File: src/rtl/fetch_pkg.sv
// fetch_pkg: shared defaults, FSM states, queue entry type and end-of-program marker for instruction fetch
package fetch_pkg;
    localparam int MEM_WORDS_DEF = 1280;
    localparam int QDEPTH_DEF = 2;
    localparam logic [31:0] HALT_INSTR = 32'h0;
    typedef enum logic [1:0] {
        FETCH,
        HALT,
        FAULT
    } state_e;
    typedef struct packed {
        logic [31:0] instr;
        logic [31:0] pc;
    } entry_t;
endpackage

File: src/rtl/fetch_queue.sv
// fetch_queue: synchronous FIFO of fetched {instr, pc} entries with flush
//   clk, rst     clock and synchronous active-high reset
//   flush        drop every entry and rewind pointers
//   push, wdata  enqueue request; accepted when not full or when popping the same cycle
//   pop, rdata   dequeue request and head entry (zero when empty)
//   full, empty  occupancy flags
module fetch_queue import fetch_pkg::*; #(
    parameter int QDEPTH = QDEPTH_DEF
) (
    input  logic   clk,
    input  logic   rst,
    input  logic   flush,
    input  logic   push,
    input  entry_t wdata,
    input  logic   pop,
    output entry_t rdata,
    output logic   full,
    output logic   empty
);
    localparam int PW = QDEPTH > 1 ? $clog2(QDEPTH) : 1;
    localparam int CW = $clog2(QDEPTH + 1);
    entry_t mem_q [QDEPTH];
    logic [PW-1:0] head_q, head_d, tail_q, tail_d;
    logic [CW-1:0] count_q, count_d;
    logic do_push, do_pop;
    function automatic logic [PW-1:0] inc(input logic [PW-1:0] p);
        return (p == PW'(QDEPTH - 1)) ? '0 : p + 1'b1;
    endfunction
    assign full    = count_q == CW'(QDEPTH);
    assign empty   = count_q == '0;
    assign do_pop  = pop && !empty;
    assign do_push = push && (!full || do_pop);
    assign rdata   = empty ? '0 : mem_q[head_q];
    always_comb begin
        head_d  = flush ? '0 : do_pop ? inc(head_q) : head_q;
        tail_d  = flush ? '0 : do_push ? inc(tail_q) : tail_q;
        count_d = flush ? '0 : count_q + CW'(do_push) - CW'(do_pop);
    end
    always_ff @(posedge clk) begin
        if (rst) begin
            head_q  <= '0;
            tail_q  <= '0;
            count_q <= '0;
        end else begin
            head_q  <= head_d;
            tail_q  <= tail_d;
            count_q <= count_d;
        end
    end
    // Storage needs no reset: reads are masked to zero while empty.
    always_ff @(posedge clk) begin
        if (!rst && !flush && do_push) mem_q[tail_q] <= wdata;
    end
endmodule

File: src/rtl/instruction_fetch.sv
// instruction_fetch: PC sequencer feeding a fetch queue, with redirect, halt on zero word and bounds fault
//   clk, rst                      clock and synchronous active-high reset
//   imem_addr, imem_instr         word address out, combinational instruction back
//   redirect_valid, redirect_pc   flush the queue and restart fetch at redirect_pc
//   out_valid, out_ready          head handshake toward decode
//   out_instr, out_pc             head instruction and its word index
//   halted, fault                 FSM status: zero word fetched / PC out of memory (sticky)
module instruction_fetch import fetch_pkg::*; #(
    parameter int MEM_WORDS = MEM_WORDS_DEF,
    parameter int QDEPTH = QDEPTH_DEF
) (
    input  logic        clk,
    input  logic        rst,
    output logic [31:0] imem_addr,
    input  logic [31:0] imem_instr,
    input  logic        redirect_valid,
    input  logic [31:0] redirect_pc,
    output logic        out_valid,
    input  logic        out_ready,
    output logic [31:0] out_instr,
    output logic [31:0] out_pc,
    output logic        halted,
    output logic        fault
);
    state_e state_q, state_d;
    logic [31:0] pc_q, pc_d;
    logic redirect, in_range, is_halt, push, pop, full, empty;
    entry_t head;
    // A fault is terminal until reset, so redirects are ignored there.
    assign redirect  = redirect_valid && state_q != FAULT;
    assign in_range  = pc_q < 32'(MEM_WORDS);
    assign is_halt   = imem_instr == HALT_INSTR;
    assign pop       = out_valid && out_ready && !redirect;
    assign push      = state_q == FETCH && in_range && !is_halt && (!full || pop) && !redirect;
    assign imem_addr = pc_q;
    assign out_valid = !empty;
    assign out_instr = head.instr;
    assign out_pc    = head.pc;
    assign halted    = state_q == HALT;
    assign fault     = state_q == FAULT;
    fetch_queue #(.QDEPTH(QDEPTH)) u_queue (
        .clk   (clk),
        .rst   (rst),
        .flush (redirect),
        .push  (push),
        .wdata ('{instr: imem_instr, pc: pc_q}),
        .pop   (pop),
        .rdata (head),
        .full  (full),
        .empty (empty)
    );
    always_comb begin
        state_d = state_q;
        pc_d    = pc_q;
        if (redirect) begin
            state_d = FETCH;
            pc_d    = redirect_pc;
        end else if (state_q == FETCH) begin
            if (!in_range) state_d = FAULT;
            else if (is_halt) state_d = HALT;
            else if (push) pc_d = pc_q + 32'd1;
        end
    end
    always_ff @(posedge clk) begin
        if (rst) begin
            state_q <= FETCH;
            pc_q    <= '0;
        end else begin
            state_q <= state_d;
            pc_q    <= pc_d;
        end
    end
endmodule

File: config.mk
export PLATFORM = sky130hd
export DESIGN_NAME = instruction_fetch
export DESIGN_NICKNAME = d
export VERILOG_FILES = /design/src/rtl/fetch_pkg.sv /design/src/rtl/fetch_queue.sv /design/src/rtl/instruction_fetch.sv
export SDC_FILE = /design/constraint.sdc
export NUM_CORES = 1
export LEC_CHECK = 0
export ABC_AREA = 1
export CAP_MARGIN = 5
export CORE_ASPECT_RATIO = 1.75
export CORE_MARGIN = 1.5
export CORE_UTILIZATION = 45
export CTS_CLUSTER_DIAMETER = 100
export DETAILED_ROUTE_END_ITERATION = 10
export GPL_TIMING_DRIVEN = 0
export PLACE_DENSITY = 0.73
export SLEW_MARGIN = 25
export SYNTH_ARGS = -nofsm -noshare
export SYNTH_HDL_FRONTEND = slang
export SYNTH_HIERARCHICAL = 1
export SYNTH_SLANG_ARGS = --single-unit
File: constraint.sdc
create_clock -name clk -period 8.6 [get_ports clk]
set_clock_uncertainty 0.05 [all_clocks]
set_input_delay 0.86 -clock clk [delete_from_list [all_inputs] [get_ports clk]]
set_output_delay 0.86 -clock clk [all_outputs]
set_load 0.05 [all_outputs]
; Word-level counts from Yosys, hierarchy flattened
; Memories as Yosys holds them, arrays and structs flattened. A register that Yosys moved wholly into a read port is not among the register bits.
; Cells that the tools add are included.
[op_classes]
add_sub_neg = 5
order_cmp = 1
n_eq_ne = 6
n_mux = 14
reduce_logical = 27
[op_table]
columns = op, count
row1 = $mux W32, 5
row2 = $mux W64, 1
row3 = $add A32 B1 Y32 const B, 1
row4 = $logic_not A32 Y1, 1
row5 = $lt A32 B11 Y1 const B, 1
row6 = $logic_and A1 B1 Y1, 11
row7 = $mux W1, 6
row8 = $reduce_bool A2 Y1, 3
row9 = $logic_not A1 Y1, 5
row10 = $eq A2 B2 Y1 const B, 2
row11 = $logic_not A2 Y1, 2
row12 = $mux W2, 2
row13 = $ne A2 B1 Y1 const B, 2
row14 = $reduce_and A4 Y1, 1
row15 = $add A1 B1 Y1 const B, 2
row16 = $add A2 B1 Y2, 1
row17 = $eq A2 B1 Y1 const B, 1
row18 = $logic_or A1 B1 Y1, 2
row19 = $ne A2 B2 Y1 const B, 1
row20 = $reduce_and A2 Y1, 1
row21 = $reduce_or A2 Y1, 1
row22 = $sub A2 B1 Y2, 1
[word_totals]
register_bits = 38
ramBits = 128
in_bits = 68
out_inout_bits = 99
wordCells = 59
n_memories = 1
[mem_list]
columns = memory, depth, word_bits, read_ports, rd_ports_with_merged_regs, wr, line_no
row1 = u_queue.mem_q, 2, 64, 1, 1, 1, fetch_queue.sv:22  ; entry_t mem_q [QDEPTH];

; Depth between registers and ports, before layout
; Gate-level depths: netlist of the first run.
[depth]
word_depth = 12
ltp_mapped = 20
mapped_depth_nobuf = 20

; Modules after synthesis
; Netlist of the first run, hierarchy kept.
[by_module_without_submodules]
columns = mod, instances, cells_per_inst, area_per_inst_um2, seq_area_each_um2
row1 = fetch_queue, 1, 387, 5328.9, 3943.8
row2 = instruction_fetch, 1, 293, 1933.1, 680.7

; Worst setup path before layout of the first run
; No wires, ideal clock.
[synth_timing]
kind = input-to-reg
startpoint = in redirect_valid
endpoint = mem u_queue/mem_q[1][0] in the netlist's numbering, enable pin
setup_ns = 0.486
arrival_time_ns = 4.249
t_required_ns = 8.064
path_slack_ns = 3.815
stages = 6
n_path_buf = 1
cell_sequence = nand2_1 > inv_1 > clkbuf_1 > nor2_1 > nand2_1 > nor2_1
[synth_between]
elab_chain_cells = 10
elab_cells_between_ends = 13
classes_between = mux: 2 / reduce/logical: 11
[synth_rtl]
columns = item, line_no
row1 = from (decl), instruction_fetch.sv:16  ; input logic redirect_valid,
row2 = $logic_and A1 B1 Y1 (*), instruction_fetch.sv:30  ; assign redirect = redirect_valid && state_q != FAULT;
row3 = net redirect, instruction_fetch.sv:27  ; logic redirect, in_range, is_halt, push, pop, full, empty;
row4 = $logic_not A1 Y1 (*), "fetch_queue.sv:52, instruction_fetch.sv:33, instruction_fetch.sv:34"
row5 = $logic_and A1 B1 Y1, instruction_fetch.sv:33  ; assign pop = out_valid && out_ready && !redirect;
row6 = $logic_or A1 B1 Y1, instruction_fetch.sv:34  ; assign push = state_q == FETCH && in_range && !is_halt && (!full || pop) && !redirect;
row7 = $logic_and A1 B1 Y1 (2 in a row), instruction_fetch.sv:34
row8 = $logic_and A1 B1 Y1, fetch_queue.sv:32  ; assign do_push = push && (!full || do_pop);
row9 = $logic_and A1 B1 Y1 (*), fetch_queue.sv:52  ; if (!rst && !flush && do_push) mem_q[tail_q] <= wdata;
row10 = $mux W1 (*), fetch_queue.sv:52
row11 = $mux W1 (implied by the code) (*), fetch_queue.sv:52
row12 = to (decl), fetch_queue.sv:22
; The timed path passes the listed nets; every way through them passes the cells marked *.

; Final worst setup path of the first run
[layout_timing]
startpoint = in redirect_valid
endpoint = mem u_queue/mem_q[1][39] in the netlist's numbering, enable pin
; The elaborated chain is that of the path after synthesis.

==> results.yml, run 1 <==
worst_setup_path:
  r2r-start: "state_q[0]$_SDFFE_PP0P_"
  crit_top_cell: "buf_16"
  startpoint: "redirect_valid"
  path_max_fanout: 18
  crit_cells: 10
  crit_family: "buffers and inverters"
  critPathKind: "in -> reg"
  worstPathRequired_ns: 8.67
  endpoint: "u_queue/mem_q[1][39]$_DFFE_PP_"
  cp-start-kind: "input port"
  path_cells: "clkdlybuf4s50_1 -> nand2_1 -> inv_1 -> clkbuf_1 -> nor2_1 -> nand2_1 -> nor2_4 -> buf_16 -> buf_16 -> buf_16"
  r2r_end: "u_queue/mem_q[1][39]$_DFFE_PP_"
  rrSetupSlack_ns: 5.55
  slowest_stage: "nor2_4"
  endpoint_kind: "register"
  reg2reg_depth: 11
  critPathArrivalTime_ns: 3.51
  critPathMaxStageDelay_ns: 0.51
  critical_path_buf_inv_count: 6
clock_network:
  cts_buffers: 17
  cts_setup_buffers: 0
  cts_tree: "done"
  h-tree-depth: 4
  clkSinkCount: 167
  hold_buffers: 0
  cts_resized: 0
  root_buffer: "clkbuf_16"
  insertion_delay_ns: 0.41
  clkTransAtPathRegs_ns: 0.06
  clk_path_buf_depth: 2
drt:
  antenna_left: 0
  post-route-drc-count: 0
  wl_per_cell_um: 16.13
  first_pass_iters: 4
  vias: 5381
  drt_iter0_markers: 222
  routed_wl_um: 17280
  vias_per_cell: 5.024
global_routing:
  antenna_found_initial: 0
  grt_util_met3_pct: 3.268
  met2_usage_pct: 39.97
  grt_pass1_vias: 5272
  grt.busiest_layer: "met2"
  grt-ovfl-total: 0
  gr-usage-met1_pct: 22.43
  grt_use_total_pct: 20.71
  grt_max_degree: 41
  grt_first_pass_wirelength_um: 26910
logic_synthesis:
  synth_enable_flop_cells: 128
  synth_seq_area_share_pct: 63.68
  synth_warnings: 6
  syn_inst: 680
  avgSynthCellArea_um2: 10.68
  ys_ff_latch: 167
  synth_ff_type: "edfxtp_1"
  netlist_area_um2: 7262
  synth_cell_types: 31
  synth_fp_nets: 750
  synthArstFlopShare_pct: 0
power_and_ir_drop:
  finalPower_w: 0.001929
  leakage_nw: 3.542
  p_per_area_nw_per_um2: 194.5
  vdd_drop_max_uv: 114.3
timing:
  drv_slew: 0
  min_period_ns: 3.447
  max_freq_ghz: 0.2901
  hold_viol: 0
  finalSetupViolCount: 0
  tightest_slew_ns: 0.7485
  maxSlewHeadroom_pct: 50.10
  grt_setup_unrepaired: "false"
  fin_setup_tns_ns: 0
  period_share_pct: 40.08
outcome:
  status: "finished, final reports clean"
hold_path:
  min_path_type: "reg -> reg"
  hp-start: "state_q[0]$_SDFFE_PP0P_"
finish:
  final_cell_mix: "nand2_1, clkdlybuf4s50_1, edfxtp_1"
  syn2layout_area_growth_pct: 36.58
  layout_commonest_cell: "nand2_1"
  drive_gt1_share_pct: 16.10
  antenna_cells: 0
  final_core_utilization_pct: 62.48
  nets: 939
die:
  dieWidth_um: 99.03
  design.core.area_um2: 15880
  start_util_pct: 45.74
  die_area_um2: 16940
  rows: 61
  ios: 167
  die_h_um: 171.1
place:
  numPortBuffers: 166
  place.gp.congestion: 0.7864
  hpwl_um: 12600
job:
  cap_violations: 0
==> how the worst min path moves through the flow <==
| stage | depth (start not counted) | end |
|---|---|---|
| 6_report | 2 | state_q[0]$_SDFFE_PP0P_ |
| 5_1_grt | 2 | state_q[0]$_SDFFE_PP0P_ |
| 4_1_cts | 2 | state_q[0]$_SDFFE_PP0P_ |
| 3_5_place_dp | 2 | state_q[0]$_SDFFE_PP0P_ |
| 3_3_place_gp | 2 | state_q[0]$_SDFFE_PP0P_ |
| 2_1_floorplan | 2 | state_q[0]$_SDFFE_PP0P_ |
==> logic make-up after synthesis <==
family | after synthesis | share of synthesized area [%]
AND/OR/NAND/NOR | 319 | 18.47
flip-flops | 167 | 63.68
AO/OA/AOI/OAI | 108 | 10.68
buffers and inverters | 77 | 5.979
XOR/XNOR | 7 | 0.8443
adder cells (fa/ha/maj) | 2 | 0.3445
==> worst reg2reg max path, stage by stage, from the launching register on <==
cell and delay, ns:
dfxtp_1 0.31, inv_2 0.07, nand2_1 0.07, nand2_1 0.16, inv_1 0.18, clkbuf_1 0.31
nor2_1 0.35, nand2_1 0.15, nor2_4 0.51, buf_16 0.24, buf_16 0.18, buf_16 0.17
==> synth_stat cells (6+ instances only) <==
cell type | count | area, um2
nor2_1 | 39 | 146.4
buf_12 | 6 | 120.1
a21oi_2 | 61 | 534.3
dfxtp_1 | 39 | 780.8
a21oi_1 | 38 | 190.2
nand2_1 | 213 | 799.5
buf_2 | 11 | 55.05
o21ai_0 | 7 | 35.03
nand2_2 | 11 | 68.82
clkbuf_1 | 8 | 30.03
inv_1 | 39 | 146.4
nand3_1 | 40 | 200.2
edfxtp_1 | 128 | 3844
==> where the power goes <==
part | total [W] | leakage, nW | internal (W) | switching [W]
Sequential | 0.000901 | 1.50 | 0.000883 | 0.0000180
Clock | 0.000821 | 0.306 | 0.000508 | 0.000314
Combinational | 0.000207 | 1.74 | 0.0000814 | 0.000125
Total | 0.00193 | 3.54 | 0.00147 | 0.000457
==> flip-flops by register name, indices dropped and copies added, names as in the netlist, named ones only <==
name             flops
u_queue/head_q       1
u_queue/tail_q       1
state_q              2
u_queue/count_q      2
u_queue/mem_q      128
imem_addr           32
==> cell type report <==
cell class	count	area, um2
buffer	36	280.3
timing repair buffer	170	1764
inverter	41	156.4
sequential	167	4624
fill	1322	5957
clock buffer	20	456.7
clock inverter	12	188.9
tap	189	236.5
multi-input combinational	436	2211
==> metal layers <==
metal	wire, um	up-vias
li1	-	2669
met1	6788	2563
met2	9706	133
met3	538	16
met4	242	0
met5	0	-
==> stage by stage <==
step                      hold slack [ns]  setup WS [ns]  cells  instance area [um2]
after global routing               0.4569          4.921   1071                 9918
after CTS                          0.4415          5.094   1071                 9918
after global placement             0.4114          1.481   1035                 9160
after floorplan                    0.3972          3.815    680                 7262
final                              0.4369          5.153   1071                 9918
after detailed placement           0.4315          4.667   1039                 9273
Note: power is estimated with default switching activity, not from simulation.
==> run 2: changes to the inputs <==
- clock period: 8.6 -> 3.56 ns (I/O delays scaled with it)
==> run 2 against run 1 <==
Effect of this change:
- register-to-register slack lost 4.9 ns
- non-clock buffer count is the same
- hold slack lost 0.0025 ns
- global-route usage grew 0.32 points
- die area is the same
- sequential cell count is the same
- worst setup slack lost 4.5 ns
- sequential power grew 140%
- core utilization shrank 0.38 points
- combinational power grew 140%
- final cell count is the same
==> results.yml, run 2 (synthesis results as in run 1) <==
outcome:
  status: "finished, final reports clean"
power_and_ir_drop:
  p_per_area_nw_per_um2: 456.9
  internal_power_w: 0.003312
  seq_power_share_pct: 48.3
  combPwrFrac_pct: 11.1
  vdd_drop_max_uv: 328.8
  clkPwrFrac_pct: 40.6
  swShare_pct: 26.46
  leakage_nw: 3.527
  p_sw_w: 0.001192
global_routing:
  grt_pass1_vias: 5427
  grt_use_total_pct: 21.02
  grt-ovfl-total: 0
  grt_max_degree: 40
  antenna_found_initial: 0
  grt_first_pass_wirelength_um: 27420
hold_path:
  min_path_type: "reg -> reg"
  hold_end: "state_q[0]$_SDFFE_PP0P_"
  min_path_cells: 2
  hp-start: "state_q[0]$_SDFFE_PP0P_"
finish:
  multiInputGateArea_um2: 2211
  fillers: 1308
  drive_gt1_share_pct: 16.21
  regMostFlops: "u_queue/mem_q"
  regArea_um2: 4624
  antenna_cells: 0
  layout_commonest_cell: "nand2_1"
  syn2layout_area_growth_pct: 35.75
  nets: 939
  finalNonFillerCells: 1071
  final_cell_mix: "nand2_1, clkdlybuf4s50_1, edfxtp_1"
  largest_register_ffs: 128
clock_network:
  cts_tree: "done"
  insertion_delay_ns: 0.42
  clkSinkCount: 167
  h-tree-depth: 4
  hold_buffers: 0
  clk_path_buf_depth: 2
  clkTransAtPathRegs_ns: 0.07
  root_buffer: "clkbuf_16"
  cts_resized: 0
  cts_buffers: 17
  cts_setup_buffers: 0
timing:
  finalSetupViolCount: 0
  tightest_slew_ns: 0.7081
  grt_setup_unrepaired: "false"
  max_freq_ghz: 0.3478
  maxSlewHeadroom_pct: 52.79
  min_period_ns: 2.875
  worst_slack_ns: 0.6849
  drv_slew: 0
  period_share_pct: 80.76
  hold_viol: 0
die:
  design.core.area_um2: 15880
  dieWidth_um: 99.03
  die_area_um2: 16940
  ios: 167
  start_util_pct: 45.74
  die_h_um: 171.1
  rows: 61
drt:
  first_pass_iters: 5
  antenna_left: 0
  drt_iter0_markers: 148
  routed_wl_um: 17270
  wl_per_cell_um: 16.12
  post-route-drc-count: 0
  vias: 5372
  vias_per_cell: 5.016
worst_setup_path:
  r2r_end: "u_queue/mem_q[1][38]$_DFFE_PP_"
  critPathMaxStageDelay_ns: 0.47
  critPathArrivalTime_ns: 2.95
  cp-start-kind: "register"
  critical_path_buf_inv_count: 5
  reg2reg_depth: 10
  critPathKind: "reg -> reg"
  crit_top_cell: "nand2_1"
  worstPathRequired_ns: 3.63
  r2r-start: "state_q[0]$_SDFFE_PP0P_"
  crit_family: "simple AND/OR/NAND/NOR gates"
  path_max_fanout: 23
  slowest_stage: "nor2_4"
  endpoint_kind: "register"
  path_cells: "inv_2 -> nand2_1 -> nand2_1 -> inv_1 -> clkbuf_1 -> nor2_1 -> nand2_1 -> nor2_4 -> buf_12 -> buf_16"
  rrSetupSlack_ns: 0.68
place:
  numPortBuffers: 166
  placedCellCount: 1039
  place.gp.congestion: 0.7804
  dp_slack_ns: 0.3493
  hpwl_um: 12540
job:
  cap_violations: 0
run 2: worst register-to-register path, cell delays in order, from the launching register on:
cell      delay [ns]
dfxtp_1         0.31
inv_2           0.07
nand2_1         0.07
nand2_1         0.18
inv_1           0.18
clkbuf_1        0.31
nor2_1          0.36
nand2_1         0.15
nor2_4          0.47
buf_12          0.26
buf_16          0.18
run 2: area by class of cell:
cell class,count,area share (%)
plain buffers,36,2.843
clock buffers,18,4.569
clock inverters,14,1.574
inverters,41,1.586
multi-input cells,436,22.43
flip-flops and latches,167,46.91
well taps,189,2.399
repair buffers,170,17.69
run 2: power groups by stage:
stage          Combinational (W)  Clock [W]  Sequential, W
3_3_place_gp            0.000495          0        0.00222
5_1_grt                 0.000535    0.00194        0.00218
3_5_place_dp            0.000502          0        0.00222
4_1_cts                 0.000505    0.00186        0.00218
6_report                0.000500    0.00183        0.00218
2_1_floorplan           0.000217          0        0.00229
run 2: layer usage:
layer	global-route usage, %	part of all wire (%)
met5	0	0
met4	8.261	2.0
met3	3.268	3.7
met2	39.43	56
met1	23.57	38
run 2: how the worst max path moves through the flow:
stage	from	end	slack, ns	cells after the start
2_1_floorplan	imem_addr[18]$_SDFFE_PP0P_	u_queue/mem_q[1][0]$_DFFE_PP_	0.005	8
3_3_place_gp	redirect_valid	u_queue/mem_q[1][36]$_DFFE_PP_	-1.43	7
3_5_place_dp	redirect_valid	u_queue/mem_q[1][36]$_DFFE_PP_	0.35	9
4_1_cts	state_q[0]$_SDFFE_PP0P_	u_queue/mem_q[1][38]$_DFFE_PP_	0.64	10
5_1_grt	state_q[0]$_SDFFE_PP0P_	u_queue/mem_q[1][38]$_DFFE_PP_	0.50	10
6_report	state_q[0]$_SDFFE_PP0P_	u_queue/mem_q[1][38]$_DFFE_PP_	0.68	10
run 2: through the flow:
step | hold slack (ns) | TNS (ns) | total power, W | utilization, % | cell area, um2
after floorplan | 0.3972 | 0 | 0.002504 | - | 7264
after global placement | 0.4109 | -149.32 | 0.002713 | 57.72 | 9163
after detailed placement | 0.4305 | 0 | 0.002721 | 58.28 | 9253
after CTS | 0.4267 | 0 | 0.004542 | 62.10 | 9858
after global routing | 0.4495 | 0 | 0.004659 | 62.10 | 9858
final | 0.4344 | 0 | 0.004504 | 62.10 | 9858
==> run 3: changes to the inputs <==
- PLACE_DENSITY: 0.73 -> 0.76
- clock period: 3.56 -> 2.3 ns (I/O delays scaled with it)
==> run 3 against run 2 <==
Effect of this change:
- clock power grew 55%
- highest routed layer unchanged
- critical path depth decreased by 5
- total power increased by 55%
- final cell count rose by 0.47%
==> results.yml, run 3 (synthesis results as in run 1) <==
drt:
  drt_iter0_markers: 199
  antenna_left: 0
  first_pass_iters: 5
  wl_per_cell_um: 16.07
  routed_wl_um: 17290
  post-route-drc-count: 0
  vias: 5434
  vias_per_cell: 5.050
die:
  start_util_pct: 45.74
  die_h_um: 171.1
  ios: 167
  die_area_um2: 16940
  design.core.area_um2: 15880
  dieWidth_um: 99.03
  rows: 61
clock_network:
  clkTransAtPathRegs_ns: 0.07
  insertion_delay_ns: 0.41
  hold_buffers: 0
  cts_buffers: 17
  cts_tree: "done"
  root_buffer: "clkbuf_16"
  clkSinkCount: 167
  h-tree-depth: 4
  clk_path_buf_depth: 2
worst_setup_path:
  reg2reg_depth: 17
  path_max_fanout: 10
  rrSetupSlack_ns: 0.15
  critPathArrivalTime_ns: 1.95
  critPathMaxStageDelay_ns: 0.57
  endpoint_kind: "primary output"
  path_cells: "buf_4 -> clkbuf_4 -> nand2_1 -> a21oi_2 -> dlygate4sd2_1"
  r2r-start: "imem_addr[19]$_SDFFE_PP0P_"
  r2r_end: "u_queue/count_q[1]$_SDFF_PP0_"
  critPathKind: "reg -> out"
  endpoint: "out_pc[29]"
  cp-start-kind: "register"
  slowest_stage: "dlygate4sd2_1"
  worstPathRequired_ns: 2.02
finish:
  syn2layout_area_growth_pct: 35.98
  antenna_cells: 0
  fillers: 1319
  multiInputGateArea_um2: 2258
  drive_gt1_share_pct: 23.68
  final_core_utilization_pct: 62.20
  layout_commonest_cell: "nand2_1"
  regArea_um2: 4674
  largest_register_ffs: 128
  nets: 944
  regMostFlops: "u_queue/mem_q"
  final_cell_mix: "nand2_1, edfxtp_1, clkdlybuf4s50_1"
outcome:
  status: "finished, final reports clean"
hold_path:
  hp-start: "redirect_pc[16]"
  min_path_type: "in -> reg"
global_routing:
  grt-ovfl-total: 0
  grt_first_pass_wirelength_um: 26830
  grt_max_degree: 30
  antenna_found_initial: 0
  grt_use_total_pct: 20.66
  grt_pass1_vias: 5330
timing:
  finalSetupViolCount: 0
  maxSlewHeadroom_pct: 48.50
  max_freq_ghz: 0.4492
  min_period_ns: 2.226
  drv_slew: 0
  tightest_slew_ns: 0.7726
  fin_setup_tns_ns: 0
  hold_viol: 0
  grt_setup_unrepaired: "true"
  period_share_pct: 96.78
power_and_ir_drop:
  clkPwrFrac_pct: 40.5
  seq_power_share_pct: 48.3
  vdd_drop_max_uv: 437.5
  p_sw_w: 0.001803
  combPwrFrac_pct: 11.1
  swShare_pct: 25.86
  leakage_nw: 3.742
  p_per_area_nw_per_um2: 706.1
  internal_power_w: 0.005170
place:
  hpwl_um: 12630
  place.gp.congestion: 0.7984
  numPortBuffers: 166
job:
  cap_violations: 0
==> run 3: changes by cell type in the layout (fill, tap and decap cells not counted), sizes merged <==
cell | previous run | this run
clkdlybuf4s50 | 166 | 102
dlygate4sd2 | 0 | 22
dlymetal6s2s | 0 | 1
buf | 30 | 36
inv | 48 | 50
clkdlybuf4s15 | 0 | 19
clkinvlp | 0 | 2
clkbuf | 28 | 50
clkinv | 7 | 2
==> run 3: cell type report <==
class                      instances  area share, %
sequential                       167          47.34
multi-input combinational        436          22.87
timing repair buffer             176          16.89
clock buffer                      19          4.815
buffer                            35          2.864
tap                              189          2.395
inverter                          41          1.597
clock inverter                    13          1.229
==> run 3: critical path, delay by kind of cell (launching register included) <==
family | cells | cell delay (ns)
and+or+nand+nor | 1 | 0.08
DFF | 1 | 0.34
buffers and inverters | 3 | 1.00
AOI/OAI and AO/OA | 1 | 0.12
==> run 3: timing repair <==
item	in CTS	in global routing
pin swaps	1	6
endpoints found under the setup margin	192	159
setup buffers	3	2
resized for setup	71	71
==> run 3: per-stage QoR <==
| stage | setup slack, ns | hold WS [ns] | power (W) | std cells | cell area [um2] |
|---|---|---|---|---|---|
| floorplan | -0.3569 | 0.2789 | 0.003882 | 680 | 7335 |
| global placement | -1.615 | 0.4042 | 0.004202 | 1035 | 9233 |
| detailed placement | -0.6124 | 0.4069 | 0.004217 | 1040 | 9335 |
| CTS | 0.003633 | 0.3036 | 0.007024 | 1074 | 9883 |
| global route | -0.06472 | 0.3113 | 0.007190 | 1076 | 9874 |
| finish | 0.07402 | 0.3222 | 0.006973 | 1076 | 9874 |
==> run 3: worst min-delay path by stage <==
| stage | endpoint | slack (ns) | cells past startpoint |
|---|---|---|---|
| 6_report | imem_addr[16]$_SDFFE_PP0P_ | 0.32 | 3 |
| 5_1_grt | imem_addr[25]$_SDFFE_PP0P_ | 0.31 | 3 |
| 4_1_cts | imem_addr[25]$_SDFFE_PP0P_ | 0.30 | 3 |
| 3_5_place_dp | u_queue/mem_q[1][14]$_DFFE_PP_ | 0.41 | 0 |
| 3_3_place_gp | u_queue/mem_q[0][25]$_DFFE_PP_ | 0.40 | 0 |
| 2_1_floorplan | u_queue/mem_q[0][32]$_DFFE_PP_ | 0.28 | 0 |
==> run 3: routing by layer <==
layer / track usage [%] / routed length [um] / share of wire, % / vias up
li1: - / - / - / 2672
met1: 22.56 / 6722 / 39 / 2624
met2: 39.88 / 9794 / 57 / 125
met3: 3.186 / 525 / 3.0 / 13
met4: 7.205 / 246 / 1.4 / 0
met5: 0 / 0 / 0 / -
==> run 3: power by group through the flow <==
stage | clock [W] | sequential (W) | combinational (W)
after floorplan | 0 | 0.00354 | 0.000340
after global placement | 0 | 0.00343 | 0.000768
after detailed placement | 0 | 0.00344 | 0.000779
after CTS | 0.00288 | 0.00337 | 0.000768
after global routing | 0.00298 | 0.00338 | 0.000830
final | 0.00283 | 0.00337 | 0.000777
